--- src/rtl/rsa_pkg.sv ---
// rsa_pkg: shared state encoding and default widths for the RSA sequencer
package rsa_pkg;
    typedef enum logic [2:0] {
        IDLE    = 3'd0,
        START   = 3'd1,
        RUN     = 3'd2,
        SEND    = 3'd3,
        WAIT_TX = 3'd4,
        ERR     = 3'd5
    } state_t;
    localparam int BITLEN_DEF = 16;
    localparam int ABITS_DEF  = 8;
    localparam int DBITS_DEF  = 16;
    localparam int TMO_DEF    = 12;
endpackage

--- src/rtl/rsa_seq_ctrl_bram_wr_arb.sv ---
// bram_wr_arb: registered two-requester BRAM write mux; non-owner requests are dropped and flagged
module bram_wr_arb #(
    parameter int ABITS = 8,
    parameter int DBITS = 16
) (
    input  logic             clk,
    input  logic             rst,
    input  logic             own_ld,
    input  logic             own_mx,
    input  logic [ABITS-1:0] ld_wr_addr,
    input  logic [DBITS-1:0] ld_wr_data,
    input  logic             ld_wr_en,
    input  logic [ABITS-1:0] mx_wr_addr,
    input  logic [DBITS-1:0] mx_wr_data,
    input  logic             mx_wr_en,
    output logic [ABITS-1:0] wr_addr,
    output logic [DBITS-1:0] wr_data,
    output logic             wr_en,
    output logic             drop
);
    logic pass_ld, pass_mx;
    always_comb begin
        pass_ld = own_ld & ld_wr_en;
        pass_mx = own_mx & mx_wr_en;
        drop    = (ld_wr_en & ~own_ld) | (mx_wr_en & ~own_mx);
    end
    // address/data hold their last values whenever nothing passes
    always_ff @(posedge clk or posedge rst) begin
        if (rst) begin
            wr_en   <= 1'b0;
            wr_addr <= '0;
            wr_data <= '0;
        end else begin
            wr_en <= pass_ld | pass_mx;
            if (pass_ld) begin
                wr_addr <= ld_wr_addr;
                wr_data <= ld_wr_data;
            end else if (pass_mx) begin
                wr_addr <= mx_wr_addr;
                wr_data <= mx_wr_data;
            end
        end
    end
endmodule

--- src/rtl/rsa_seq_ctrl.sv ---
// rsa_seq_ctrl: sequences operand load, mon_exp run, answer transmit, BRAM write ownership and run watchdog
module rsa_seq_ctrl
    import rsa_pkg::*;
#(
    parameter int BITLEN   = BITLEN_DEF,
    parameter int ABITS    = ABITS_DEF,
    parameter int DBITS    = DBITS_DEF,
    parameter int TMO_BITS = TMO_DEF
) (
    input  logic              clk,
    input  logic              rst,
    input  logic              clr,
    input  logic              ld_valid,
    input  logic [ABITS-1:0]  ld_wr_addr,
    input  logic [DBITS-1:0]  ld_wr_data,
    input  logic              ld_wr_en,
    input  logic [ABITS-1:0]  mx_wr_addr,
    input  logic [DBITS-1:0]  mx_wr_data,
    input  logic              mx_wr_en,
    output logic [ABITS-1:0]  wr_addr,
    output logic [DBITS-1:0]  wr_data,
    output logic              wr_en,
    output logic              mx_start,
    input  logic              mx_stop,
    input  logic [BITLEN-1:0] mx_ans,
    output logic              tx_start,
    output logic [BITLEN-1:0] tx_data,
    input  logic              tx_done,
    output logic              rx_enable,
    output logic              busy,
    output logic              err,
    output logic              coll,
    output logic              ovr,
    output logic [2:0]        state
);
    state_t st, nx;
    logic [TMO_BITS-1:0] wd;
    logic wd_exp, drop;
    always_comb begin
        nx = st;
        case (st)
            IDLE:    nx = ld_valid ? START : IDLE;
            START:   nx = RUN;
            RUN:     nx = mx_stop ? SEND : (wd_exp ? ERR : RUN);
            SEND:    nx = WAIT_TX;
            WAIT_TX: nx = tx_done ? IDLE : WAIT_TX;
            ERR:     nx = clr ? IDLE : ERR;
            default: nx = IDLE;
        endcase
    end
    assign wd_exp    = &wd;
    assign mx_start  = st == START;
    assign tx_start  = st == SEND;
    assign rx_enable = st == IDLE;
    assign busy      = st != IDLE;
    assign err       = st == ERR;
    assign state     = st;
    always_ff @(posedge clk or posedge rst) begin
        if (rst) begin
            st      <= IDLE;
            wd      <= '0;
            tx_data <= '0;
            coll    <= 1'b0;
            ovr     <= 1'b0;
        end else begin
            st <= nx;
            if (st == START)
                wd <= '0;
            else if (st == RUN && !wd_exp)
                wd <= wd + 1'b1;
            if (st == RUN && mx_stop)
                tx_data <= mx_ans;
            coll <= clr ? 1'b0 : (coll | drop);
            ovr  <= clr ? 1'b0 : (ovr | (ld_valid & (st != IDLE)));
        end
    end
    bram_wr_arb #(.ABITS(ABITS), .DBITS(DBITS)) u_arb (
        .clk        (clk),
        .rst        (rst),
        .own_ld     (st == IDLE),
        .own_mx     (st == START || st == RUN),
        .ld_wr_addr (ld_wr_addr),
        .ld_wr_data (ld_wr_data),
        .ld_wr_en   (ld_wr_en),
        .mx_wr_addr (mx_wr_addr),
        .mx_wr_data (mx_wr_data),
        .mx_wr_en   (mx_wr_en),
        .wr_addr    (wr_addr),
        .wr_data    (wr_data),
        .wr_en      (wr_en),
        .drop       (drop)
    );
endmodule

--- config.mk ---
export PLATFORM = sky130hd
export DESIGN_NAME = rsa_seq_ctrl
export DESIGN_NICKNAME = d
export VERILOG_FILES = /design/src/rtl/rsa_pkg.sv /design/src/rtl/rsa_seq_ctrl_bram_wr_arb.sv /design/src/rtl/rsa_seq_ctrl.sv
export SDC_FILE = /design/constraint.sdc
export NUM_CORES = 1
export LEC_CHECK = 0
export BUFFER_PORTS_ARGS = -buffer_cell sky130_fd_sc_hd__buf_2
export CAP_MARGIN = 20
export CORE_MARGIN = 5
export CORE_UTILIZATION = 38
export CTS_BUF_LIST = sky130_fd_sc_hd__clkbuf_8 sky130_fd_sc_hd__clkbuf_16
export DETAILED_ROUTE_END_ITERATION = 12
export GPL_TIMING_DRIVEN = 0
export PLACE_DENSITY = 0.75
export SLEW_MARGIN = 20
export SYNTH_ARGS = -nofsm -noshare
export SYNTH_HDL_FRONTEND = slang
export SYNTH_SLANG_ARGS = --single-unit
--- constraint.sdc ---
create_clock -name clk -period 2.35 [get_ports clk]
set_input_delay 0.1175 -clock clk [delete_from_list [all_inputs] [get_ports clk]]
set_output_delay 0.1175 -clock clk [all_outputs]
set_load 0.005 [all_outputs]
; Word-level counts from Yosys, hierarchy flattened
; Cells that the tools add are included.
; Widths: inputs -> output; s select.
[word_totals]
reg_bits = 58
latchBits = 0
ram_bits = 0
mem_bits_ro = 0
inputBits = 72
out_inout_bits = 51
wordCells = 48
memories = 0
[classes]
n_addsub = 1
multipliers = 0
div_mod_pow = 0
magnitude_cmp = 0
eq_ne = 5
shift = 0
muxes = 14
bitwise = 11
reduce_logical = 9
[ops]
columns = cell, count
row1 = $mux 16, 2
row2 = $mux 12, 2
row3 = $pmux 3 s6, 1
row4 = $mux 8, 2
row5 = $add 12x1->12 const B, 1
row6 = $mux 3, 4
row7 = $reduce_and 12->1, 1
row8 = $eq 3x2->1 const B, 2
row9 = $eq 3x3->1 const B, 2
row10 = $and 1x1->1, 5
row11 = $or 1x1->1, 4
row12 = $reduce_bool 2->1, 2
row13 = $eq 3x1->1 const B, 1
row14 = $logic_not 3->1, 1
row15 = $mux 1, 3
row16 = $reduce_bool 3->1, 1
row17 = $logic_and 1x1->1, 2
row18 = $not 1->1, 2
row19 = $logic_not 1->1, 1
row20 = $logic_or 1x1->1, 1

; Depth between registers and ports, before layout
[logic_depth]
depth_word = 7
mapped_depth = 8
ltp_nobuf = 5

; Cells and area by module
; A second synthesis with hierarchy kept.
[hier_totals]
hier_cells = 290
hier_area_um2 = 3131.8
[modules_own_cells]
columns = module, n_inst, cells_each, area_each_um2, seq_area_each_um2
row1 = rsa_seq_ctrl, 1, 139, 1607.8, 825.8
row2 = bram_wr_arb, 1, 151, 1524.0, 625.6

; Worst setup path before layout
; OpenSTA, ideal clock, no wires.
[synth_path]
path_kind = register to register
startpoint = reg st[1], in the netlist state[1]
endpoint = reg u_arb.wr_addr[4]
setup_time_ns = 0.125
t_arrival_ns = 1.877
t_required_ns = 2.225
slack_ns = 0.348
stages_incl_launch_ff = 9
path_buffers = 3
synth_period_minus_slack_ns = 2.002
path_cell_list = dfrtp_1 -> buf_6 -> or3_4 -> inv_2 -> and2_4 -> buf_12 -> buf_12 -> mux2_4 -> mux2_4
[synth_between]
elab_cells_between_ends = 8
cone_classes = eq/ne (2) / mux (1) / bitwise (2) / reduce/logical (3)
[synth_lines]
columns = element, line_no
row1 = from (decl), rsa_seq_ctrl.sv:36  ; state_t st, nx;
row2 = from (signal assigned), rsa_seq_ctrl.sv:66  ; st <= nx;
row3 = $logic_not 3->1 *, --
row4 = via rx_enable, rsa_seq_ctrl.sv:29  ; output logic rx_enable,
row5 = $and 1x1->1 *, rsa_seq_ctrl_bram_wr_arb.sv:23  ; pass_ld = own_ld & ld_wr_en;
row6 = $mux 8 / $reduce_bool 2->1 (equally long branches), --
row7 = to (signal assigned), rsa_seq_ctrl_bram_wr_arb.sv:36  ; wr_addr <= ld_wr_addr;
row8 = to (signal assigned), rsa_seq_ctrl_bram_wr_arb.sv:39  ; wr_addr <= mx_wr_addr;
row9 = to (decl), rsa_seq_ctrl_bram_wr_arb.sv:16  ; output logic [ABITS-1:0] wr_addr,
; Mark *: on every way through the listed nets, which the timed path passes. The rest lies on a longest branch.
; A chain may end at the register's enable or synchronous reset.

; Worst setup path in the final report
[layout_path]
startpoint = reg st[0], in the netlist state[0]
endpoint = out mx_start
[layout_between]
elab_chain_cells = 1
[layout_rtl]
columns = element, line_no
row1 = $eq 3x1->1, rsa_seq_ctrl.sv:52  ; assign mx_start = st == START;
row2 = to (decl), rsa_seq_ctrl.sv:23  ; output logic mx_start,
; No other way between the ends.

==> reports/metrics.csv <==
metric,value,unit
register area,0.001451,mm^2
Synth Area per Inst,13.38,um^2
CTS tree,done,
CP bufs+invs,4,
final hold vios,0,
Setup Viol. Count Final,0,
Avg WL per Cell,15.17,um
clock tree buffer depth,2,
cts repair resizes,0,
Die H,99.40,um
Multi-input gate area,0.001451,mm^2
worst setup path startpoint,state[0],
Fin Clk Skew,10.34,ps
Slew @ Worst Pin,809.0,ps
Logic pwr share,0.498,
placed insts,451,
Site Rows,32,
slowest cell on the critical path,dfrtp_1,
"CP delay by family, top",buffers and inverters,
Post-synth ARST share,1.000,
Post-synth EDFFs,0,
DRC,0,
RSZ-0062 raised after global routing,false,
Die Wd,99.40,um
crit-path max FO,10,
"FF+latch count, synth",58,
share of cells above drive strength 1,0.5897,
Achievable Freq,467.1,MHz
HP Class,primary input to flop,
syn nets,300,
CTS root buf,clkbuf_8,
Cell Int Power,3.418,mW
DR vias/cell,4.921,
crit-path most repeated cell,buf_1,
# IOs,123,
initial antenna violation count,0,
Util after Layout,0.5153,
kind of critical path,flop to output port,
H-tree depth,3,
vias in the first global route,2405,
FF-to-FF Start,state[1],
Total Power,5.077,mW
critical path's largest stage delay,410,ps
Routed WL,7130,um
HPWL Detailed,5276,um
Cells after Synth,227,
Clk pwr share,0.177,
Setup crit start kind,flop,
Detail Route Antenna Nets,0,
"Req. time, crit path",2230,ps
ant diodes,0,
relative slew slack,0.4557,
fin crit share,0.9110,
Post-CTS Setup Inserts,0,
core area,0.007767,mm^2
Sw Pwr,1.658,mW
layout overhead on the synthesized area,31.81,%
"non-filler cells, final",470,
CP Capture Type,output port,
DRT iter0 DRCs,45,
R2R setup slack,280,ps
Max VDD drop,0.6208,mV
worst path arrival time,2020,ps
"Distinct cells, synth",51,
total iterations of the first detailed-routing run,4,
I/O Buffers,122,
hold bufs inserted after CTS,3,
hold path start,mx_ans[12],
final instance area,0.004003,mm^2
fillcell total,696,
status,"complete, no violations",
first-pass GRT wire length,11510,um
"commonest non-fill, non-tap cell in the layout",buf_2,
Placed Area,0.003777,mm^2
GRT overflow,0,
Setup TNS Final,0,ps
yosys warns,0,
power per cell area,1268,mW/mm^2
via count,2313,
largest net degree at the start of global routing,59,
Leak,1.992,nW
TritonCTS sink count,58,
Total Nets Final,436,
sequential share of power,0.325,
clk_lat worst skew,330,ps
Starting Density,0.3909,
"CTS clk-pin slew, worst paths",70,ps
top_reg_cell synth,dfrtp_1,
MaxCap Viol Count,0,
"Seq/Total Area, Yosys",0.4780,
TritonCTS buffer count,9,
global-route usage over all layers,0.1451,
worst path cell trace,buf_1 > nor2b_1 > nand2b_1 > buf_1 > inv_1 > buf_2,
minimum clock period,2141,ps
Slew Limit Fails,0,
GP Congestion,0.8327,
post-synthesis cell area,0.003037,mm^2
die area,0.009879,mm^2
"commonest non-fill, non-tap cells in the layout","buf_2, dfrtp_1, mux2_4",
Net Sw Frac,0.3267,
area by class of cell:
class	count	share of cell area
Buffer	12	0.02876
Clock buffer	10	0.03439
Clock inverter	6	0.01438
Inverter	5	0.005314
Multi-Input combinational cell	152	0.3626
Sequential cell	58	0.3626
Tap cell	102	0.03188
Timing Repair Buffer	125	0.1600
sequential cells by signal, indices dropped and copies added, names as in the netlist:
signal         count
u_arb.wr_addr      8
u_arb.wr_en        1
wd                12
coll               1
u_arb.wr_data     16
tx_data           16
state              3
ovr                1
stage by stage:
step	hold WS (ps)	worst slack, ps
2_1_floorplan	183.9	347.6
3_3_place_gp	330.0	88.20
3_5_place_dp	295.9	285.5
4_1_cts	2.360	191.6
5_1_grt	2.857	7.006
6_report	19.39	209.2
metal layers:
layer	GRT usage	routed length (um)
met2	0.2417	3477
met5	0	0
met1	0.1747	2971
met3	0.05119	612
met4	0.04832	69
Yosys cell counts (2+ instances only):
master    instances  share of area
nand3_1           4         0.0066
o31ai_1           3         0.0074
nand4_1           6          0.012
nor2b_1           3         0.0062
and4_1            2         0.0058
mux2i_1           3         0.0099
o21ai_0           6         0.0099
o41ai_1           2         0.0058
nor3b_1           2         0.0049
nand2b_1          2         0.0041
dfrtp_1          58           0.48
o21a_1            3         0.0074
and3_1            3         0.0062
nor2_1           11          0.014
and2_1            2         0.0041
mux2_4           40           0.20
a21oi_1           3         0.0049
buf_12            3          0.020
buf_4             2         0.0049
mux2_2           24          0.089
buf_2             2         0.0033
nor4_1            2         0.0041
buf_1             2         0.0025
nand2_1           8         0.0099
a21o_1            2         0.0049
inv_1             4         0.0049
power groups by stage:
stage                     combinational, mW  clock [mW]  sequential, mW
after floorplan                        1.70           0            1.70
after detailed placement               2.56           0            1.67
final                                  2.53       0.896            1.65
after CTS                              2.57       0.932            1.65
after global placement                 2.51           0            1.64
after global routing                   2.74       0.976            1.70
cells by family (layout without fill, tap and decap cells):
logic type | after synthesis | count (layout) | share of synthesized area
multiplexers | 67 | 67 | 0.2967
flip-flops | 58 | 58 | 0.4780
AND/OR/NAND/NOR | 54 | 54 | 0.1022
AO/OA/AOI/OAI | 29 | 29 | 0.07211
buffers and inverters | 17 | 158 | 0.04408
adder cells (fa/ha/maj) | 1 | 1 | 0.004120
XOR/XNOR | 1 | 1 | 0.002885
worst paths after layout:
check                                    to  depth (start not counted)
hold / removal                  tx_data[12]                          2
setup reg to reg           u_arb.wr_data[5]                          8
hold reg to reg            u_arb.wr_addr[3]                          1
max in group asynchronous             wd[3]                          3
setup / recovery                   mx_start                          6
min in group asynchronous  u_arb.wr_addr[3]                          3
worst reg2reg max path, stage by stage (launching register included):
cell     delay [ps]
dfrtp_1         390
buf_6           140
or3_4           390
inv_2            60
and2_4          140
buf_12          120
buf_12          150
mux2_4          310
mux2_4          260
Power figures use the tool's default switching activity.
